===== src/rtl/urv_uart_tx.sv =====
// uRV memory-mapped 8N1 UART transmitter with polled STATUS word.
// Define URV_UART_TX_FIFO_EN for a FIFO_DEPTH-entry buffer, else one holding register.
module urv_uart_tx #(
  parameter logic [31:0] BASE_ADDR  = 32'h0010_0000,
  parameter int          BAUD_DIV   = 868,
  parameter int          FIFO_DEPTH = 16
) (
  input  logic        clk_i,
  input  logic        rst_n_i,
  input  logic [31:0] dm_addr_i,
  input  logic [31:0] dm_data_s_i,
  input  logic [3:0]  dm_data_select_i,
  input  logic        dm_store_i,
  input  logic        dm_load_i,
  output logic [31:0] dm_data_l_o,
  output logic        dm_load_done_o,
  output logic        dm_store_done_o,
  output logic        txd_o,
  output logic        busy_o
);

`ifdef URV_UART_TX_FIFO_EN
  localparam int DEPTH = FIFO_DEPTH;
`else
  localparam int DEPTH = 1;
`endif
  localparam int CW = $clog2(DEPTH) + 1;

  localparam logic [1:0] S_IDLE  = 2'd0;
  localparam logic [1:0] S_START = 2'd1;
  localparam logic [1:0] S_DATA  = 2'd2;
  localparam logic [1:0] S_STOP  = 2'd3;

  localparam logic [15:0] BAUD_LD = 16'(BAUD_DIV - 1);

  logic [1:0]    state;
  logic [15:0]   baud_cnt;
  logic [2:0]    bit_idx;
  logic [7:0]    shreg;
  logic [CW-1:0] count;
  logic [CW-1:0] count_nxt;
  logic [7:0]    head;
  logic [31:0]   status;
  logic          hit;
  logic          hit_txdata;
  logic          hit_status;
  logic          lane0;
  logic          full;
  logic          empty;
  logic          bit_end;
  logic          pop;
  logic          stall;
  logic          push;
  logic          idle_nxt;
  logic          unused_bits;

  assign unused_bits = ^{dm_addr_i[1:0], dm_data_s_i[31:8],
                         dm_data_select_i[3:1]};

  assign hit        = dm_addr_i[31:3] == BASE_ADDR[31:3];
  assign hit_txdata = hit && !dm_addr_i[2];
  assign hit_status = hit && dm_addr_i[2];
  assign lane0      = dm_data_select_i[0];

  assign full    = count == CW'(DEPTH);
  assign empty   = count == '0;
  assign bit_end = baud_cnt == 16'd0;

  // Head leaves the buffer when idle or exactly at the end of STOP.
  assign pop = !empty &&
               ((state == S_IDLE) || (state == S_STOP && bit_end));

  assign stall           = hit_txdata && lane0 && full && !pop;
  assign dm_store_done_o = dm_store_i && !stall;
  assign push            = dm_store_i && hit_txdata && lane0 && !stall;

  assign count_nxt = count + CW'(push) - CW'(pop);
  assign idle_nxt  = !pop &&
                     ((state == S_IDLE) || (state == S_STOP && bit_end));

`ifdef URV_UART_TX_FIFO_EN
  localparam int AW = $clog2(FIFO_DEPTH);

  logic [7:0]    mem [FIFO_DEPTH];
  logic [AW-1:0] wr_ptr;
  logic [AW-1:0] rd_ptr;

  always_ff @(posedge clk_i or negedge rst_n_i) begin
    if (!rst_n_i) begin
      wr_ptr <= '0;
      rd_ptr <= '0;
    end else begin
      if (push) wr_ptr <= wr_ptr + AW'(1);
      if (pop)  rd_ptr <= rd_ptr + AW'(1);
    end
  end

  always_ff @(posedge clk_i) begin
    if (push) mem[wr_ptr] <= dm_data_s_i[7:0];
  end

  assign head = mem[rd_ptr];
`else
  logic [7:0] hold;

  always_ff @(posedge clk_i or negedge rst_n_i) begin
    if (!rst_n_i)  hold <= '0;
    else if (push) hold <= dm_data_s_i[7:0];
  end

  assign head = hold;
`endif

  always_ff @(posedge clk_i or negedge rst_n_i) begin
    if (!rst_n_i) begin
      count  <= '0;
      busy_o <= 1'b0;
    end else begin
      count  <= count_nxt;
      busy_o <= !(idle_nxt && count_nxt == '0);
    end
  end

  always_ff @(posedge clk_i or negedge rst_n_i) begin
    if (!rst_n_i) begin
      state    <= S_IDLE;
      baud_cnt <= '0;
      bit_idx  <= '0;
      shreg    <= '0;
    end else begin
      case (state)
        S_IDLE: begin
          if (pop) begin
            state    <= S_START;
            baud_cnt <= BAUD_LD;
            shreg    <= head;
          end
        end
        S_START: begin
          if (bit_end) begin
            state    <= S_DATA;
            baud_cnt <= BAUD_LD;
            bit_idx  <= '0;
          end else begin
            baud_cnt <= baud_cnt - 16'd1;
          end
        end
        S_DATA: begin
          if (bit_end) begin
            baud_cnt <= BAUD_LD;
            if (bit_idx == 3'd7) begin
              state <= S_STOP;
            end else begin
              bit_idx <= bit_idx + 3'd1;
              shreg   <= {1'b0, shreg[7:1]};
            end
          end else begin
            baud_cnt <= baud_cnt - 16'd1;
          end
        end
        S_STOP: begin
          if (bit_end) begin
            if (pop) begin
              state    <= S_START;
              baud_cnt <= BAUD_LD;
              shreg    <= head;
            end else begin
              state <= S_IDLE;
            end
          end else begin
            baud_cnt <= baud_cnt - 16'd1;
          end
        end
        default: state <= S_IDLE;
      endcase
    end
  end

  always_comb begin
    txd_o = 1'b1;
    case (state)
      S_START: txd_o = 1'b0;
      S_DATA:  txd_o = shreg[0];
      default: txd_o = 1'b1;
    endcase
  end

  assign status = {15'd0, 9'(count), 5'd0, empty, state != S_IDLE, full};

  always_ff @(posedge clk_i or negedge rst_n_i) begin
    if (!rst_n_i) begin
      dm_data_l_o    <= '0;
      dm_load_done_o <= 1'b0;
    end else begin
      dm_load_done_o <= dm_load_i;
      dm_data_l_o    <= (dm_load_i && hit_status) ? status : '0;
    end
  end

endmodule

===== config.mk =====
export PLATFORM = sky130hd
export DESIGN_NAME = urv_uart_tx
export DESIGN_NICKNAME = d
export VERILOG_FILES = /design/src/rtl/urv_uart_tx.sv
export SDC_FILE = /design/constraint.sdc
export NUM_CORES = 1
export LEC_CHECK = 0
export BUFFER_PORTS_ARGS = -buffer_cell sky130_fd_sc_hd__buf_2
export CAP_MARGIN = 10
export CORE_UTILIZATION = 45
export CTS_CLUSTER_DIAMETER = 150
export DETAILED_ROUTE_END_ITERATION = 6
export GPL_ROUTABILITY_DRIVEN = 0
export PLACE_DENSITY = 0.76
export SLEW_MARGIN = 20
export SYNTH_ARGS = -nofsm -noshare
export SYNTH_HDL_FRONTEND = slang
export SYNTH_SLANG_ARGS = --single-unit

===== constraint.sdc =====
create_clock -name clk_i -period 2.8 [get_ports clk_i]
set_input_delay 0.14 -clock clk_i [delete_from_list [all_inputs] [get_ports clk_i]]
set_output_delay 0.14 -clock clk_i [all_outputs]
set_load 0.05 [all_outputs]

### Word level (Yosys, flattened, before mapping)

Index checks and enable logic that the tools add are counted.

| storage, ports and cells | value |
|---|---|
| register bits after elaboration | 49 |
| bits of input ports | 72 |
| output and inout port bits | 36 |

| operators by class | value |
|---|---|
| $add $sub $neg | 4 |
| equal/unequal tests | 11 |
| muxes and demuxes | 22 |
| bitwise operators | 2 |
| reductions and logical operators | 28 |

Operators with widths:

| kind | number |
|---|---|
| $mux W16 | 3 |
| $pmux W16 S3 | 1 |
| $mux W8 | 4 |
| $eq A29 B18 Y1 const B | 1 |
| $pmux W8 S3 | 1 |
| $logic_not A16 Y1 | 1 |
| $sub A16 B1 Y16 const B | 1 |
| $logic_and A1 B1 Y1 | 14 |
| $ne A2 B2 Y1 const B | 6 |
| $mux W2 | 5 |
| $mux W3 | 3 |
| $mux W9 | 1 |
| $pmux W2 S4 | 1 |
| $reduce_and A4 Y1 | 2 |
| $pmux W3 S2 | 1 |
| $reduce_and A5 Y1 | 1 |
| $eq A2 B2 Y1 const B | 2 |
| $logic_not A1 Y1 | 4 |
| $reduce_bool A2 Y1 | 2 |
| $add A3 B1 Y3 const B | 1 |
| $eq A3 B3 Y1 const B | 1 |
| $reduce_bool A3 Y1 | 1 |
| $eq A2 B1 Y1 const B | 1 |
| $logic_not A2 Y1 | 1 |
| other kinds (7) | 8 |

### Longest topological paths before layout

Gate-level depths: netlist of run 1.

| logic depth | value |
|---|---|
| depth after elaboration | 13 |
| mapped depth | 9 |

### Least setup slack after synthesis of run 1

Ideal clock, no wire load.

| timing path | value |
|---|---|
| kind | reg2reg |
| from | register state[1] |
| to | register hold[7] (netlist: head[7]) |
| library setup time | 0.125 ns |
| arrival | 2.205 ns |
| path slack | 0.470 ns |
| cell stages (with the launch flop) | 8 |
| path buffers | 1 |
| clock period less this slack | 2.330 ns |
| cell sequence | dfrtp_1 ha_1 buf_2 or4b_2 nor4_4 or3_4 nand4_4 mux2_4 |

| between the ends | value |
|---|---|
| cells in the longest elaborated chain, start to end | 8 |
| elaborated cells on any way between the ends | 9 |
| those cells by class | eq/ne (1); reduce/logical (8) |

RTL lines:

| element | line | RTL |
|---|---|---|
| start, declared | 36 | `logic [1:0] state;` |
| start signal, assigned | 126 | `state <= S_IDLE;` |
| start signal, assigned | 134 | `state <= S_START;` |
| start signal, assigned | 141 | `state <= S_DATA;` |
| $eq A2 B2 Y1 | 71 | `((state == S_IDLE) \|\| (state == S_STOP && bit_end));` |
| $logic_and A1 B1 Y1 | 71 |  |
| $logic_or A1 B1 Y1 * | 71 |  |
| $logic_and A1 B1 Y1 * | 70 | `assign pop = !empty &&` |
| $logic_not A1 Y1 * | 73 | `assign stall = hit_txdata && lane0 && full && !pop;` |
| $logic_and A1 B1 Y1 * | 73 |  |
| $logic_not A1 Y1 * | 75 | `assign push = dm_store_i && hit_txdata && lane0 && !stall;` |
| $logic_and A1 B1 Y1 * | 75 |  |
| end signal, assigned | 108 | `else if (push) hold <= dm_data_s_i[7:0];` |
| end, declared | 104 | `logic [7:0] hold;` |

Mark *: on every way between the ends. The rest lies on a longest branch, timed or not.
A chain may end at the register's enable or synchronous reset.

### Worst setup path after layout of run 1

| timing path | value |
|---|---|
| from | register state[0] |
| to | output dm_store_done_o |

| between the ends | value |
|---|---|
| cells in the longest elaborated chain, start to end | 8 |
| elaborated cells on any way between the ends | 9 |
| those cells by class | eq/ne (1); reduce/logical (8) |

RTL lines:

| element | line | RTL |
|---|---|---|
| $eq A2 B2 Y1 | 71 |  |
| $logic_and A1 B1 Y1 | 71 |  |
| $logic_or A1 B1 Y1 * | 71 |  |
| $logic_and A1 B1 Y1 * | 70 |  |
| $logic_not A1 Y1 * | 73 |  |
| $logic_and A1 B1 Y1 * | 73 |  |
| $logic_not A1 Y1 * | 74 | `assign dm_store_done_o = dm_store_i && !stall;` |
| $logic_and A1 B1 Y1 * | 74 |  |
| end, declared | 17 | `output logic dm_store_done_o,` |

Marks and branches as above.

==> metrics, run 1 <==
adder-cell share of the synthesized area 0.03693; largest family of logic cells by synthesized area simple AND/OR/NAND/NOR gates; initial core utilization 0.4804; first-pass GRT wire length 9.673 mm; Slew @ Worst Pin 730.2 ps; row cnt 27; Slew headroom 0.5095; vias in the first global route 2108; worst hold stages 2; area of the multi-input gates 1423 um2; Setup Crit Path Kind reg2out; hpwl dp 4.125 mm; clock share of power 0.394; DRT Pass-1 Iters 4; non-filler cells, final 414; synthesized area 2710 um2; min Tclk post-route 2582 ps; pin count of the biggest net entering global routing 44; Reg-to-Reg Start state[0]; Worst Hold Class in2reg; # IOs 108; post-synthesis sequential area ratio 0.3970; Hold EP head[7]; Fmax 0.3873 GHz; Clock Skews 12.69 ps; CP Capture Type output port; Final Hold Fails 0; WL final 5.780 mm; Max IR drop VDD 0.0002329 V; Synth Area in Simple Gates 0.2119; Max FO, Critical Path 4; Net Sw Frac 0.2712; P per Cell Area 406.4 nW/um2; Critical Path AT 2440 ps; flops & latches, synth 43; Register Area 1076 um2; Avg Synthesized Cell Area 9.378 um2; GRT overflow 0; vias per std cell 5.551; DRC 0; Fin Setup TNS 0 ps; commonest non-fill, non-tap cell in the layout buf_2; routed vias 2298; root cell of the clock tree clkbuf_8; CTS Buf Count 5; PnR Total Power 1.253 mW; Hold Crit Start dm_data_s_i[7]; post-synthesis cell count 289; Synth Warn # 0; Worst-path clk slew 90 ps; Buffers & Inverters on Critical Path 1; full die area 6337 um2; antenna violations before repair 0; n_diodes 0; Die Y 79.61 um; Fillers 522; Nets 421; Layout area overhead 13.80%; DRT antenna net count 0; fraction of layout cells with a size suffix above 1 0.2719; H-tree levels 2; total of max-cap violations 0; dpl cells 403; setup ws final 218.2 ps; commonest non-fill, non-tap cells in the layout buf_2 (49), dfrtp_1 (43), conb_1 (28); Worst Hold Margin 60.53 ps; endpoints failing setup 0; Netlist cell types 53; Lkg Pwr 1.425 nW; CTS Buffer Depth 2; post-synthesis mux area share 0.03463; Reg2Reg Depth 6; R2R Path End shreg[5]; routed length per instance 13.96 um; R2R Setup Slk 290 ps; Setup crit start kind flip-flop; Reg power frac 0.496; Synth Area in XOR/XNOR 0.006464; Post-Place Worst Slack 126.8 ps; GRT Util Overall 0.1932; Cell Int Power 913.5 uW; Core ar. 5642 um2; crit-path max cell delay 630 ps; CTS tree built; latest clock arrival within the worst-skew pair 300 ps; RSZ-0062 raised after global routing false; combinational share of power 0.110; Tcrit/Tclk final 0.9221; Die Wd 79.61 um; drt first-iter violations 110; status finished clean; Worst Path Required 2660 ps; fin. max-slew vios 0; Crit-path slowest cell or4b_2; IO buf count 50; Psw 339.9 uW; CP Cell Sequence ha_1, or4b_2, nor4_4, or3_4, o21a_1, buf_2; CTS Sinks 43; Crit path max-delay family simple AND/OR/NAND/NOR gates; Compound-Gate Fraction of Synth Area 0.1948
cell families after synthesis:
family	after synthesis
simple gates	99
other cells	1
xor+xnor	2
compound gates	75
buf+inv	53
fa+ha+maj	8
flops	43
mux	8
sequential cells by signal, indices dropped and copies added, names as in the netlist:
signal,flops
dm_data_l_o,3
busy_o,1
head,8
state,2
bit_idx,3
dm_load_done_o,1
count,1
baud_cnt,16
shreg,8
how the worst max path moves through the flow:
stage	to	startpoint	slack [ps]	depth (start not counted)
5_1_grt	dm_store_done_o	state[1]	110	6
6_report	dm_store_done_o	state[0]	220	6
2_1_floorplan	head[7]	state[1]	470	7
4_1_cts	dm_store_done_o	baud_cnt[0]	120	7
3_3_place_gp	head[7]	baud_cnt[0]	170	7
3_5_place_dp	head[7]	baud_cnt[0]	130	7
what timing repair did:
item                                    in CTS  in global routing
endpoints found under the hold margin        1                 43
hold buffers                                 1                  1
endpoints found under the setup margin       1                  1
pin swaps                                    1                  0
setup buffers                                1                  0
gates resized for setup                      0                  1
synth_stat cells (all sizes together):
cell type,instances,area share
clkbuf,6,0.0083
o21bai,1,0.0028
a21o,5,0.014
xor2,1,0.0032
nor4,13,0.041
nand2,16,0.022
mux2,8,0.035
xnor2,1,0.0032
or3,7,0.018
conb,1,0.0014
nand3,4,0.0074
nor2,26,0.036
o21ai,21,0.039
nor2b,1,0.0023
a221oi,1,0.0032
o221a,8,0.033
nand3b,3,0.0083
or4,3,0.011
o22ai,2,0.0046
o311ai,2,0.0065
o31ai,1,0.0028
nor3,16,0.030
nand4b,1,0.0032
dfrtp,43,0.40
o22a,5,0.017
a21oi,16,0.030
o211ai,2,0.0055
a311o,1,0.0037
nand4,4,0.015
o2111a,1,0.0042
a41oi,1,0.0032
inv,12,0.017
a2bb2oi,1,0.0032
ha,8,0.037
o32a,1,0.0037
a2111oi,1,0.0032
buf,35,0.092
o21a,2,0.0055
o41ai,1,0.0032
or4b,3,0.011
nor4b,2,0.0065
o21ba,2,0.0074
per-layer routing:
layer | up-vias | global-route usage | wire length (um)
met5 | - | 0 | 0
met1 | 1104 | 0.2514 | 2701
met3 | 5 | 0.03429 | 243
met4 | 0 | 0.05636 | 40
li1 | 1119 | - | -
met2 | 70 | 0.3256 | 2796
power by group through the flow:
stage | clock (mW) | combinational (mW) | sequential (mW)
2_1_floorplan | 0 | 0.119 | 0.637
3_5_place_dp | 0 | 0.136 | 0.634
3_3_place_gp | 0 | 0.134 | 0.634
6_report | 0.494 | 0.138 | 0.621
5_1_grt | 0.524 | 0.147 | 0.621
4_1_cts | 0.499 | 0.137 | 0.621
per-stage QoR:
| stage | utilization | instance area [um2] |
|---|---|---|
| 2_1_floorplan | - | 2811 |
| 3_3_place_gp | 0.5207 | 2938 |
| 3_5_place_dp | 0.5207 | 2938 |
| 4_1_cts | 0.5438 | 3068 |
| 5_1_grt | 0.5467 | 3084 |
| 6_report | 0.5467 | 3084 |
cell type report:
type,count,area share
Timing Repair Buffer,59,0.1095
Clock buffer,5,0.02231
Clock inverter,3,0.01420
Inverter,12,0.01460
Sequential cell,43,0.3489
Multi-Input combinational cell,220,0.4613
Tap cell,72,0.02921
No activity file was read; power rests on OpenSTA's default activity.
==> run 2, diff against run 1 <==
- BUFFER_PORTS_ARGS: -buffer_cell sky130_fd_sc_hd__buf_2 -> unset
- DONT_BUFFER_PORTS: unset -> 1
- PLACE_DENSITY: 0.76 -> 0.61
==> run 2 against run 1 <==
  * Cell count is 8.9% lower
  * Combinational power is 14% lower
  * Clock skew is 6.4 ps lower
  * Global-route usage is 0.76 points higher
  * Clock-buffer cell count stayed put
  * Core utilization is 2.7 points lower
  * Largest cell class unchanged
  * Largest power group unchanged
==> metrics, run 2 (same netlist as run 1, synthesis figures left out) <==
full die area 6337 um2; Crit-path slowest cell or4b_1; total of max-cap violations 0; non-filler cells, final 377; P per Cell Area 383.7 nW/um2; vias in the first global route 2131; DRT Pass-1 Iters 4; commonest non-fill, non-tap cells in the layout dfrtp_1 (43), conb_1 (28), nor2_1 (26); vias per std cell 5.618; WL final 5.805 mm; Max FO, Critical Path 6; max reg flops 16; pin count of the biggest net entering global routing 44; hpwl dp 4.155 mm; # IOs 108; Layout area overhead 8.126%; drt first-iter violations 97; Crit path max-delay family simple AND/OR/NAND/NOR gates; Core ar. 5642 um2; Setup crit start kind flip-flop; worst hold stages 2; CTS Buf Count 5; PnR Total Power 1.124 mW; routed length per instance 15.40 um; Tcrit/Tclk final 0.9440; Fmax 0.3783 GHz; Nets 385; Layout Utilization 0.5194; R2R Setup Slk 250 ps; routed vias 2118; Final Hold Fails 0; Max IR drop VDD 0.0002717 V; min Tclk post-route 2643 ps; Worst Path Required 2660 ps; n_diodes 0; commonest non-fill, non-tap cell in the layout dfrtp_1; Lkg Pwr 1.274 nW; GRT overflow 0; CP Depth 7; DRC 0; Setup Crit Path Kind reg2out; H-tree levels 2; DRT antenna net count 0; latest clock arrival within the worst-skew pair 290 ps; Die Wd 79.61 um; GRT Util Overall 0.2008; root cell of the clock tree clkbuf_8; CTS Buffer Depth 2; antenna violations before repair 0; Clock Skews 6.257 ps; Worst Hold Margin 28.07 ps; most flop-heavy register baud_cnt; Slew headroom 0.4259; post-route cell area 2930 um2; post_cts resized 0; row cnt 27; crit-path max cell delay 620 ps; Buffers & Inverters on Critical Path 2; setup ws final 156.7 ps; Post-Place Worst Slack 137.1 ps; Fin Setup TNS 0 ps; Worst Hold Class in2reg; dpl cells 357; CP Cell Sequence inv_1, ha_1, or4b_1, nor4_4, or3_4, o21a_1, buf_4; Placement Cell Area 2705 um2; CTS Sinks 43; endpoints failing setup 0; first-pass GRT wire length 9.901 mm; status finished clean; IO buf count 0; fraction of layout cells with a size suffix above 1 0.1541; Die Y 79.61 um; Critical Path AT 2500 ps; CTS tree built; Reg2Reg Depth 7; initial core utilization 0.4804; fin. max-slew vios 0; Slew @ Worst Pin 861.7 ps; Worst-path clk slew 80 ps; CP Capture Type output port
## run 2: final timing paths
| path | from | endpoint |
|---|---|---|
| worst max register to register | baud_cnt[0] | head[7] |
| worst max-delay path | baud_cnt[0] | dm_store_done_o |
| worst min register to register | head[0] | head[0] |
| max in group asynchronous | rst_n_i | baud_cnt[4] |
| worst min-delay path | dm_addr_i[2] | dm_data_l_o[0] |
| min in group asynchronous | rst_n_i | baud_cnt[15] |
## run 2: report_power, final
group / switching, mW / internal (mW)
Sequential: 0.00306 / 0.621
Clock: 0.211 / 0.171
Combinational: 0.101 / 0.0174
## run 2: timing repair
action                                 4_1_cts  5_1_grt
hold buffers                                11        0
setup endpoints to repair                    0        1
endpoints found under the hold margin       52        0
setup buffers                                0        2
## run 2: metal layers
| layer | up-vias | global-route usage | wire, um |
|---|---|---|---|
| met5 | - | 0 | 0 |
| met4 | 0 | 0.05636 | 25 |
| met3 | 2 | 0.03657 | 199 |
| met2 | 43 | 0.3564 | 2998 |
| met1 | 1034 | 0.2466 | 2583 |
| li1 | 1039 | - | - |
## run 2: area by class of cell
type                       instances  area [um2]
fill                             525        2711
multi-input combinational        220        1419
sequential                        43        1076
timing repair buffer              23       217.7
tap                               72       90.09
clock buffer                       5       68.82
inverter                          12       45.04
clock inverter                     2       13.76
## run 2: worst register-to-register path, delay by kind of cell (launching register included)
family	cells	cell delay, ps
flip-flops	1	420
buffers and inverters	1	70
multiplexers	1	350
adder cells (fa/ha/maj)	1	210
AND/OR/NAND/NOR	4	1380
==> run 3, diff against run 2 <==
- ABC_AREA: unset -> 1
- REMOVE_ABC_BUFFERS: unset -> 1
- SLEW_MARGIN: 20 -> unset
==> run 3 against run 2 <==
  * Sequential power about the same
  * First-iteration DRC count shrank 34%
  * Global-route usage fell by 2.1 points
  * Wire length shrank 6.1%
  * Setup slack improved by 350 ps
  * Cell count grew 20%
  * Clock power grew 3%
==> metrics, run 3 <==
H-tree levels 2; Setup Crit Path Kind reg2reg; post_cts resized 0; Die Wd 82.71 um; Hold Crit Start dm_load_i; status finished clean; R2R Setup Slk 500 ps; fraction of layout cells with a size suffix above 1 0.1463; RSZ-0062 raised after global routing false; DRT Pass-1 Iters 4; combinational share of power 0.107; fin. max-slew vios 0; antenna violations before repair 0; Placement Cell Area 2893 um2; Worst Hold Class in2reg; Die Y 82.71 um; Layout area overhead 6.274%; Worst Hold Margin 47.86 ps; worst hold stages 2; hpwl dp 3.840 mm; Netlist cell types 37; max reg flops 16; Final Hold Fails 0; count leader, synth nand2_1; WL final 5.452 mm; Psw 324.5 uW; most flop-heavy register baud_cnt; Slew @ Worst Pin 880.0 ps; vias in the first global route 2098; min Tclk post-route 2298 ps; commonest non-fill, non-tap cells in the layout nand2_1 (97), dfrtp_1 (43), nor2_1 (36); synthesized area 2932 um2; Nets 455; # IOs 108; Critical Path AT 2540 ps; Tcrit/Tclk final 0.8207; n_diodes 0; share of the synthesized area in the top cell type 0.3671; post-synthesis sequential area ratio 0.3671; first-pass GRT wire length 9.280 mm; Reg-to-Reg Start baud_cnt[0]; synth top area cells dfrtp_1 (37%), nand2_1 (12%), buf_4 (7.7%); DRT antenna net count 0; post-synthesis cell count 362; Post-Place Worst Slack 682.4 ps; dpl cells 433; Fmax 0.4352 GHz; Lkg Pwr 1.608 nW; Max IR drop VDD 0.0002330 V; full die area 6841 um2; Synth Warn # 0; CP Capture Type flip-flop; setup ws final 502.0 ps; Worst Path Required 3040 ps; routed length per instance 12.04 um; Avg Synthesized Cell Area 8.098 um2; Fin Setup TNS 0 ps; Setup crit start kind flip-flop; Worst-path clk slew 90 ps; row cnt 29; GRT Util Overall 0.1793; vias per std cell 4.907; Cell Int Power 813.5 uW; Hold EP dm_data_l_o[0]; CTS Buffer Depth 2; Slew headroom 0.4137; DRC 0; GRT overflow 0; Reg power frac 0.548; Clock Skews 6.808 ps; post-route cell area 3115 um2; CTS Sinks 43; Async SR Flop Fraction 1.000; root cell of the clock tree clkbuf_8; Core ar. 6314 um2; latest clock arrival within the worst-skew pair 300 ps; pin count of the biggest net entering global routing 44; non-filler cells, final 453; initial core utilization 0.4643; IO buf count 0; Reg2Reg Depth 9; cell taking the most area after synthesis dfrtp_1; CTS Buf Count 5; Main synth FF type dfrtp_1; drt first-iter violations 64; Post-synth EDFFs 0; R2R Path End head[7]; CTS tree built; endpoints failing setup 0; clock share of power 0.344; flops & latches, synth 43; Max FO, Critical Path 11; total of max-cap violations 0; Commonest cells post-synth nand2_1 (97), dfrtp_1 (43), nor2_1 (36), inv_1 (31), buf_4 (30); Net Sw Frac 0.2852; routed vias 2223; commonest non-fill, non-tap cell in the layout nand2_1; P per Cell Area 365.3 nW/um2
run 3: worst max path at each step:
| stage | slack [ps] | end | from | depth (start not counted) |
|---|---|---|---|---|
| 2_1_floorplan | 600 | dm_store_done_o | baud_cnt[0] | 8 |
| 3_3_place_gp | 690 | shreg[6] | state[0] | 8 |
| 3_5_place_dp | 680 | shreg[3] | state[0] | 8 |
| 4_1_cts | 500 | dm_store_done_o | baud_cnt[0] | 9 |
| 5_1_grt | 320 | head[7] | baud_cnt[0] | 9 |
| 6_report | 500 | head[7] | baud_cnt[0] | 9 |
run 3: worst max-delay path, cell delays in order, from the launching register on:
cell and delay, ps:
dfrtp_1 360, inv_1 130, ha_1 240, nand2_2 120, nor2_8 250, nand3_4 130
nand3_2 210, nand4_1 130, dlygate4sd3_1 610, nand2_1 70
run 3: layer usage:
| metal | global-route usage | share of wire | vias up |
|---|---|---|---|
| li1 | - | - | 1125 |
| met1 | 0.2234 | 0.46 | 1049 |
| met2 | 0.3090 | 0.49 | 44 |
| met3 | 0.03626 | 0.030 | 5 |
| met4 | 0.05690 | 0.0097 | 0 |
| met5 | 0 | 0 | - |
run 3: kinds of logic after synthesis:
| logic type | share of synthesized area |
|---|---|
| adder cells (fa/ha/maj) | 0.03415 |
| flip-flops | 0.3671 |
| AO/OA/AOI/OAI | 0.06957 |
| XOR/XNOR | 0.03287 |
| other | 0.001279 |
| AND/OR/NAND/NOR | 0.3658 |
| buffers and inverters | 0.1293 |
run 3: repair_timing:
action / in CTS / in global routing
hold buffers: 12 / 0
buffers inserted: 0 / 0
setup endpoints to repair: 0 / 0
hold endpoints to repair: 53 / 0
run 3: stage by stage:
step,utilization,power [mW]
floorplan,-,0.7268
finish,0.4935,1.138
detailed placement,0.4582,0.7289
global route,0.4935,1.186
global placement,0.4582,0.7284
CTS,0.4935,1.161
run 3: final cells by class:
type	instances	area [um2]
Fill cell	635	3198
Multi-Input combinational cell	278	1578
Clock inverter	2	12.51
Timing Repair Buffer	15	160.2
Clock buffer	6	72.57
Tap cell	77	96.34
Inverter	32	120.1
Sequential cell	43	1076
run 3: power by group through the flow:
stage	Combinational (mW)	Clock, mW	Sequential (mW)
3_3_place_gp	0.0917	0	0.637
6_report	0.122	0.392	0.624
4_1_cts	0.123	0.414	0.624
2_1_floorplan	0.0902	0	0.637
3_5_place_dp	0.0922	0	0.637
5_1_grt	0.131	0.431	0.624
